==> src/rtl/execute_pkg.sv <==
// Shared types and funct encodings for the EX stage and its iterative mul/div unit.
package execute_pkg;

    typedef enum logic [1:0] {
        ALU_ADD   = 2'b00,
        ALU_SUB   = 2'b01,
        ALU_FUNCT = 2'b10,
        ALU_RSVD  = 2'b11
    } alu_op_e;

    localparam logic [5:0] FN_SLL   = 6'b000000;
    localparam logic [5:0] FN_SRL   = 6'b000010;
    localparam logic [5:0] FN_SRA   = 6'b000011;
    localparam logic [5:0] FN_MFHI  = 6'b010000;
    localparam logic [5:0] FN_MFLO  = 6'b010010;
    localparam logic [5:0] FN_MULT  = 6'b011000;
    localparam logic [5:0] FN_MULTU = 6'b011001;
    localparam logic [5:0] FN_DIV   = 6'b011010;
    localparam logic [5:0] FN_DIVU  = 6'b011011;
    localparam logic [5:0] FN_ADD   = 6'b100000;
    localparam logic [5:0] FN_SUB   = 6'b100010;
    localparam logic [5:0] FN_AND   = 6'b100100;
    localparam logic [5:0] FN_OR    = 6'b100101;
    localparam logic [5:0] FN_SLT   = 6'b101010;
    localparam logic [5:0] FN_SLTU  = 6'b101011;

    typedef enum logic [3:0] {
        CTRL_ADD, CTRL_SUB, CTRL_AND, CTRL_OR, CTRL_SLT, CTRL_SLTU,
        CTRL_SLL, CTRL_SRL, CTRL_SRA, CTRL_MFHI, CTRL_MFLO,
        CTRL_MULT, CTRL_MULTU, CTRL_DIV, CTRL_DIVU, CTRL_ILLEGAL
    } alu_ctrl_e;

    typedef enum logic [1:0] {
        IDLE = 2'b00,
        MUL  = 2'b01,
        DIV  = 2'b10
    } md_state_e;

    function automatic alu_ctrl_e decode_ctrl(input alu_op_e op, input logic [5:0] funct);
        alu_ctrl_e c;
        c = CTRL_ILLEGAL;
        case (op)
            ALU_ADD: c = CTRL_ADD;
            ALU_SUB: c = CTRL_SUB;
            ALU_FUNCT: begin
                case (funct)
                    FN_ADD:   c = CTRL_ADD;
                    FN_SUB:   c = CTRL_SUB;
                    FN_AND:   c = CTRL_AND;
                    FN_OR:    c = CTRL_OR;
                    FN_SLT:   c = CTRL_SLT;
                    FN_SLTU:  c = CTRL_SLTU;
                    FN_SLL:   c = CTRL_SLL;
                    FN_SRL:   c = CTRL_SRL;
                    FN_SRA:   c = CTRL_SRA;
                    FN_MFHI:  c = CTRL_MFHI;
                    FN_MFLO:  c = CTRL_MFLO;
                    FN_MULT:  c = CTRL_MULT;
                    FN_MULTU: c = CTRL_MULTU;
                    FN_DIV:   c = CTRL_DIV;
                    FN_DIVU:  c = CTRL_DIVU;
                    default:  c = CTRL_ILLEGAL;
                endcase
            end
            default: c = CTRL_ILLEGAL;
        endcase
        return c;
    endfunction

endpackage

==> src/rtl/muldiv_iter.sv <==
// One-bit-per-cycle shift-add multiplier and restoring divider on operand magnitudes,
// with sign fix-up folded into the final (commit) cycle.
//   state | meaning
//   IDLE  | waiting for start
//   MUL   | shift-add step per cycle, cnt counts XLEN-1 down to 0
//   DIV   | restoring-divide step per cycle, cnt counts XLEN-1 down to 0
module muldiv_iter
    import execute_pkg::*;
#(
    parameter int XLEN = 32
) (
    input  logic            clk,
    input  logic            rst,
    input  logic            start,
    input  logic            is_div,
    input  logic            is_signed,
    input  logic [XLEN-1:0] op_a,
    input  logic [XLEN-1:0] op_b,
    input  logic            commit_ok,
    output logic            busy,
    output logic            done,
    output logic [XLEN-1:0] hi_res,
    output logic [XLEN-1:0] lo_res
);

    localparam int CNT_W = $clog2(XLEN);

    md_state_e         state, state_next;
    logic [CNT_W-1:0]  cnt;
    logic [XLEN-1:0]   acc_hi, acc_lo, mag_b;
    logic              neg_q, neg_r, div_zero;

    logic              a_neg, b_neg;
    logic [XLEN-1:0]   a_mag, b_mag;
    logic [XLEN:0]     mul_sum, rem_sh, trial;
    logic [XLEN-1:0]   hi_step, lo_step;
    logic [2*XLEN-1:0] prod, prod_fix;

    assign a_neg = is_signed && op_a[XLEN-1];
    assign b_neg = is_signed && op_b[XLEN-1];
    assign a_mag = a_neg ? -op_a : op_a;
    assign b_mag = b_neg ? -op_b : op_b;
    assign busy  = (state != IDLE);

    always_comb begin
        mul_sum = {1'b0, acc_hi} + (acc_lo[0] ? {1'b0, mag_b} : '0);
        rem_sh  = {acc_hi, acc_lo[XLEN-1]};
        trial   = rem_sh - {1'b0, mag_b};
        hi_step = mul_sum[XLEN:1];
        lo_step = {mul_sum[0], acc_lo[XLEN-1:1]};
        if (state == DIV) begin
            if (!trial[XLEN]) begin
                hi_step = trial[XLEN-1:0];
                lo_step = {acc_lo[XLEN-2:0], 1'b1};
            end else begin
                hi_step = rem_sh[XLEN-1:0];
                lo_step = {acc_lo[XLEN-2:0], 1'b0};
            end
        end
    end

    // The count-0 step is never registered; it feeds the fixed-up result directly.
    always_comb begin
        prod     = {hi_step, lo_step};
        prod_fix = neg_q ? -prod : prod;
        hi_res   = prod_fix[2*XLEN-1:XLEN];
        lo_res   = prod_fix[XLEN-1:0];
        if (state == DIV) begin
            lo_res = div_zero ? '1 : (neg_q ? -lo_step : lo_step);
            hi_res = neg_r ? -hi_step : hi_step;
        end
    end

    always_comb begin
        state_next = state;
        done       = 1'b0;
        case (state)
            IDLE: if (start) state_next = is_div ? DIV : MUL;
            MUL, DIV: begin
                if (cnt == '0 && commit_ok) begin
                    done       = 1'b1;
                    state_next = IDLE;
                end
            end
            default: state_next = IDLE;
        endcase
    end

    always_ff @(posedge clk) begin
        if (rst) begin
            state    <= IDLE;
            cnt      <= '0;
            acc_hi   <= '0;
            acc_lo   <= '0;
            mag_b    <= '0;
            neg_q    <= 1'b0;
            neg_r    <= 1'b0;
            div_zero <= 1'b0;
        end else begin
            state <= state_next;
            if (state == IDLE && start) begin
                cnt      <= CNT_W'(XLEN - 1);
                acc_hi   <= '0;
                acc_lo   <= a_mag;
                mag_b    <= b_mag;
                neg_q    <= a_neg ^ b_neg;
                neg_r    <= a_neg;
                div_zero <= (op_b == '0);
            end else if (state != IDLE && cnt != '0) begin
                acc_hi <= hi_step;
                acc_lo <= lo_step;
                cnt    <= cnt - 1'b1;
            end
        end
    end

endmodule

==> src/rtl/execute_stage.sv <==
// Handshaked EX stage: single-cycle ALU, branch target adder, HI/LO and a registered
// output beat; mult/div are delegated to muldiv_iter and block issue until they commit.
module execute_stage
    import execute_pkg::*;
#(
    parameter int XLEN    = 32,
    parameter int SHAMT_W = $clog2(XLEN)
) (
    input  logic            clk,
    input  logic            rst,
    input  logic            in_valid,
    output logic            in_ready,
    input  logic [XLEN-1:0] read_data_1,
    input  logic [XLEN-1:0] read_data_2,
    input  logic [XLEN-1:0] extended_offset,
    input  logic [XLEN-1:0] old_address,
    input  logic [1:0]      alu_op,
    input  logic            alu_src,
    output logic            out_valid,
    input  logic            out_ready,
    output logic [XLEN-1:0] alu_result,
    output logic            zero,
    output logic [XLEN-1:0] new_address,
    output logic            illegal
);

    logic [XLEN-1:0]    op_b, res, branch, hi_q, lo_q, md_addr, md_hi, md_lo;
    logic [5:0]         funct;
    logic [SHAMT_W-1:0] shamt;
    alu_ctrl_e          ctrl;
    logic               ill, is_md, accept, commit_ok, md_busy, md_done;

    assign funct     = extended_offset[5:0];
    assign shamt     = extended_offset[SHAMT_W+5:6];
    assign op_b      = alu_src ? extended_offset : read_data_2;
    assign ctrl      = decode_ctrl(alu_op_e'(alu_op), funct);
    assign is_md     = (ctrl == CTRL_MULT) || (ctrl == CTRL_MULTU) ||
                       (ctrl == CTRL_DIV)  || (ctrl == CTRL_DIVU);
    assign commit_ok = !out_valid || out_ready;
    assign in_ready  = !md_busy && commit_ok;
    assign accept    = in_valid && in_ready;
    assign branch    = old_address + {extended_offset[XLEN-3:0], 2'b00};

    always_comb begin
        res = '0;
        ill = 1'b0;
        case (ctrl)
            CTRL_ADD:  res = read_data_1 + op_b;
            CTRL_SUB:  res = read_data_1 - op_b;
            CTRL_AND:  res = read_data_1 & op_b;
            CTRL_OR:   res = read_data_1 | op_b;
            CTRL_SLT:  res = {{(XLEN-1){1'b0}}, $signed(read_data_1) < $signed(op_b)};
            CTRL_SLTU: res = {{(XLEN-1){1'b0}}, read_data_1 < op_b};
            CTRL_SLL:  res = op_b << shamt;
            CTRL_SRL:  res = op_b >> shamt;
            CTRL_SRA:  res = $unsigned($signed(op_b) >>> shamt);
            CTRL_MFHI: res = hi_q;
            CTRL_MFLO: res = lo_q;
            CTRL_ILLEGAL: ill = 1'b1;
            default:   res = '0;
        endcase
    end

    muldiv_iter #(.XLEN(XLEN)) u_muldiv (
        .clk       (clk),
        .rst       (rst),
        .start     (accept && is_md),
        .is_div    ((ctrl == CTRL_DIV) || (ctrl == CTRL_DIVU)),
        .is_signed ((ctrl == CTRL_MULT) || (ctrl == CTRL_DIV)),
        .op_a      (read_data_1),
        .op_b      (op_b),
        .commit_ok (commit_ok),
        .busy      (md_busy),
        .done      (md_done),
        .hi_res    (md_hi),
        .lo_res    (md_lo)
    );

    // md_done and a single-cycle accept are mutually exclusive: busy gates in_ready.
    always_ff @(posedge clk) begin
        if (rst) begin
            out_valid   <= 1'b0;
            alu_result  <= '0;
            zero        <= 1'b0;
            new_address <= '0;
            illegal     <= 1'b0;
            hi_q        <= '0;
            lo_q        <= '0;
            md_addr     <= '0;
        end else begin
            if (md_done) begin
                hi_q        <= md_hi;
                lo_q        <= md_lo;
                out_valid   <= 1'b1;
                alu_result  <= '0;
                zero        <= 1'b1;
                new_address <= md_addr;
                illegal     <= 1'b0;
            end else if (accept && !is_md) begin
                out_valid   <= 1'b1;
                alu_result  <= res;
                zero        <= (res == '0);
                new_address <= branch;
                illegal     <= ill;
            end else if (out_valid && out_ready) begin
                out_valid <= 1'b0;
            end
            if (accept && is_md) md_addr <= branch;
        end
    end

endmodule

==> config.mk <==
export PLATFORM = sky130hd
export DESIGN_NAME = execute_stage
export DESIGN_NICKNAME = d
export VERILOG_FILES = /design/src/rtl/execute_pkg.sv /design/src/rtl/muldiv_iter.sv /design/src/rtl/execute_stage.sv
export SDC_FILE = /design/constraint.sdc
export NUM_CORES = 2
export LEC_CHECK = 0
export ABC_AREA = 1
export ABC_CLOCK_PERIOD_IN_PS = 4650
export CAP_MARGIN = 20
export CORE_MARGIN = 8
export CORE_UTILIZATION = 50
export CTS_CLUSTER_DIAMETER = 80
export DETAILED_ROUTE_END_ITERATION = 10
export HOLD_SLACK_MARGIN = 0.03
export PLACE_DENSITY_LB_ADDON = 0.1
export SLEW_MARGIN = 30
export SYNTH_ARGS = -nofsm -noshare
export SYNTH_HDL_FRONTEND = slang
export SYNTH_SLANG_ARGS = --single-unit
==> constraint.sdc <==
create_clock -name clk -period 4.65 [get_ports clk]
set_input_delay 0.93 -clock clk [delete_from_list [all_inputs] [get_ports clk]]
set_output_delay 0.93 -clock clk [all_outputs]
set_load 0.02 [all_outputs]
==> results by group <==
Run status
  • Status: completed

Place
  • Setup slack at placement: -0.3815 ns
  • DP HPWL: 131.1 mm
  • RD Place Congestion: 1.132
  • Placed cells: 7145
  • Port bufs: 202

Yosys
  • Mapped Area: 0.03183 sq mm
  • Largest family of logic cells by synthesized area: simple AND/OR/NAND/NOR gates
  • Count of cell types in the netlist: 62
  • Mux share of post-synthesis cell area: 0.06289%
  • Synthesized net count: 6084
  • Most used DFF post-synth: dfxtp_1
  • YS warnings: 0
  • Async SR Flop Fraction: 0%
  • Synthesized-area fraction occupied by adder cells: 8.529%
  • Post-synth EDFFs: 0
  • Post-synthesis register bit count: 269
  • Sequential share of the synthesized area: 16.92%
  • Simple-Gate Fraction of Synth Area: 39.02%
  • Synth Area in Compound Gates: 19.96%
  • Xor/xnor share of the synthesized area: 3.136%
  • Syn avg cell area: 5.551 sq um
  • Post-synthesis cell count: 5735

Drt
  • Vias: 42300
  • Drt total wl: 160.9 mm
  • Pre-antenna DRT Iters: 7
  • # DRC: 0
  • Via density: 5.854
  • Drt initial violations: 6344
  • ANT nets after route: 0
  • Wire per inst: 22.26 um

STA
  • Clock Skew: 0.03598 ns
  • Min Tclk post-route: 4.525 ns
  • Minimum hold slack: 0.4614 ns
  • PnR worst setup slack: 0.1250 ns
  • Max Clock Freq: 221.0 MHz
  • Tightest Pin Transition: 0.9895 ns
  • Slew HR: 33.88%
  • Count of final hold-check violations: 0
  • Final Max Tran Viols: 0
  • Period utilisation layout: 97.31%
  • Final setup violating endpoints: 0

Cells and area
  • Fillers: 6297
  • Share of cells above drive strength 1: 13.86%
  • Commonest cells after routing, fill and taps aside: 1737 x nand2_1, 750 x inv_1, 599 x buf_4
  • Synth-to-layout area growth: 26.62%
  • Nets: 6696
  • Most common cell after layout, fill and taps aside: nand2_1
  • Finished Layout Cells: 7226
  • Area of the multi-input gates: 0.02288 sq mm
  • Final core occ: 64.02%
  • Storage cell area: 0.005400 sq mm

Global route
  • Number of global-route vias before repair: 37900
  • Largest net degree at the start of global routing: 102
  • Initial antenna violation count: 10
  • Met2 track demand over resource: 62.17%
  • Total grt overflow: 0
  • Met1 GRT Util: 58.00%
  • Met3 Track Usage GR: 11.64%
  • Total GRT Usage: 42.87%
  • Gr busiest metal: met2
  • First-pass GRT wire length: 235.9 mm

Clocking
  • Clk slew on worst S/H paths: 0.06 ns
  • Root Driver: clkbuf_16
  • CTS tree: done
  • Worst skew pair latency: 0.59 ns
  • # H-tree levels: 2
  • CTS Hold Bufs: 0
  • Sink Count: 269
  • CTS max path bufs: 3
  • Total CTS buffers: 35

Worst setup path
  • Critical path class: in -> reg
  • CP Capture Type: register
  • Worst Setup Start Kind: input pin
  • Critical path fanouts, max: 9
  • FF-to-FF setup slack: 0.12 ns
  • Crit path DAT: 5.05 ns
  • Worst Path Required: 5.17 ns

Pwr
  • Pwr/cell area: 559.6 mW/mm^2
  • Maximum vdd ir drop: 0.001126 V
  • LEAKAGE: 20.80 nW
  • Total power: 22.56 mW

Die
  • Top-level port count: 203
  • Die Width: 268.3 um
  • Die H: 268.3 um
  • Core area: 0.06297 sq mm
  • Die area: 0.07200 sq mm
  • # rows: 92
  • Initial core utilization: 50.56%

Run
  • Max-cap viol count: 0

Min path
  • Hold crit path type: reg -> reg
[where the power goes]
group | switching [mW] | leakage, nW | internal [mW] | total, mW
combinational | 10.8 | 18.0 | 5.43 | 16.2
sequential | 0.472 | 2.20 | 2.90 | 3.37
clock | 1.23 | 0.593 | 1.75 | 2.98
[through the flow]
stage,area [sq um],setup TNS (ns)
final,40310,0
after global routing,40290,-0.1134
after CTS,39900,0
after detailed placement,38670,-1.173
after global placement,38660,-0.8252
after floorplan,31830,0
[synth_stat cells (9+ instances only)]
cell / n / area (sq um)
inv_1: 754 / 2830
o221ai_1: 20 / 175.2
buf_2: 28 / 140.1
nand4_1: 46 / 287.8
nor3_1: 61 / 305.3
nor4_1: 11 / 68.82
a31oi_1: 45 / 281.5
o21a_1: 19 / 142.6
ha_1: 209 / 2615
a21boi_0: 9 / 67.56
inv_2: 14 / 52.55
nand3_1: 436 / 2182
a21oi_1: 386 / 1932
o21ai_0: 444 / 2222
and2_1: 11 / 68.82
nand3b_1: 21 / 157.7
nor2_1: 555 / 2083
dfxtp_1: 269 / 5385
nor2_2: 17 / 106.4
o21bai_1: 17 / 127.6
xor2_1: 86 / 753.2
xnor2_1: 28 / 245.2
buf_1: 28 / 105.1
nand2_2: 28 / 175.2
nand2_1: 1747 / 6558
or2_2: 34 / 212.7
buf_6: 9 / 101.4
a22o_1: 18 / 157.7
o211ai_1: 78 / 585.6
o21ai_1: 26 / 130.1
a21o_1: 9 / 67.56
clkbuf_1: 173 / 649.4
a32oi_1: 9 / 78.83
[per-layer routing]
layer	share of wire, %	wire, um	vias up
met5	0.026	42	-
met4	6.1	9830	6
met3	14	22230	506
met2	40	64060	2923
met1	40	64690	19070
li1	-	-	19790
[final timing paths]
kind | startpoint | to | cells past startpoint
min | md_addr[17]$_SDFFE_PP0P_ | md_addr[17]$_SDFFE_PP0P_ | 2
min reg2reg | md_addr[17]$_SDFFE_PP0P_ | md_addr[17]$_SDFFE_PP0P_ | 2
max | alu_src | zero$_SDFFE_PP0P_ | 26
max reg2reg | u_muldiv.mag_b[31]$_SDFFE_PP0P_ | hi_q[22]$_SDFFE_PP0P_ | 35
[critical path: stages]
cell	delay, ns
clkdlybuf4s50_1	0.45
buf_4	0.19
inv_2	0.08
buf_4	0.18
buf_4	0.16
nand2_1	0.05
and2_1	0.35
buf_4	0.22
nand2_1	0.07
nand2_1	0.12
buf_4	0.12
o211ai_1	0.16
nand2_1	0.15
nand2_1	0.06
nand2_1	0.11
buf_4	0.11
o21ai_0	0.27
nand2_1	0.16
nand3_1	0.08
nor2_1	0.39
nand2_1	0.09
nor2_1	0.16
nand2_1	0.08
nor2_1	0.10
nand2_1	0.07
a21oi_1	0.12
[area by class of cell]
type / count / share of cell area [%]
Antenna cell: 8 / 0.04966
Inverter: 775 / 7.235
Tap cell: 846 / 2.626
Clock inverter: 19 / 0.6984
Clock buffer: 43 / 2.347
Timing Repair Buffer: 817 / 16.90
Sequential cell: 269 / 13.40
Multi-Input combinational cell: 4449 / 56.75
[kinds of logic (layout without fill, tap and decap cells)]
group,Yosys count,count (layout)
xor gates and xnor gates,114,114
and+or+nand+nor,2991,2991
other,0,8
AOI/OAI and AO/OA,1128,1128
DFF,269,269
buffers and inverters,1017,1654
adders and majority gates,214,214
muxes,2,2
[flip-flops by register name, indices dropped and copies added, names as in the netlist]
name,count
u_muldiv.cnt,5
illegal,1
u_muldiv.state,2
u_muldiv.acc_hi,32
u_muldiv.neg_r,1
u_muldiv.neg_q,1
u_muldiv.div_zero,1
hi_q,32
md_addr,32
alu_result,32
out_valid,1
new_address,32
lo_q,32
u_muldiv.acc_lo,32
zero,1
u_muldiv.mag_b,32
[repair_timing]
item / CTS / global route
pin swaps: 0 / 17
setup endpoints to repair: 4 / 16
setup buffers: 0 / 11
resized for setup: 5 / 83
(Power assumes the default switching activity.)
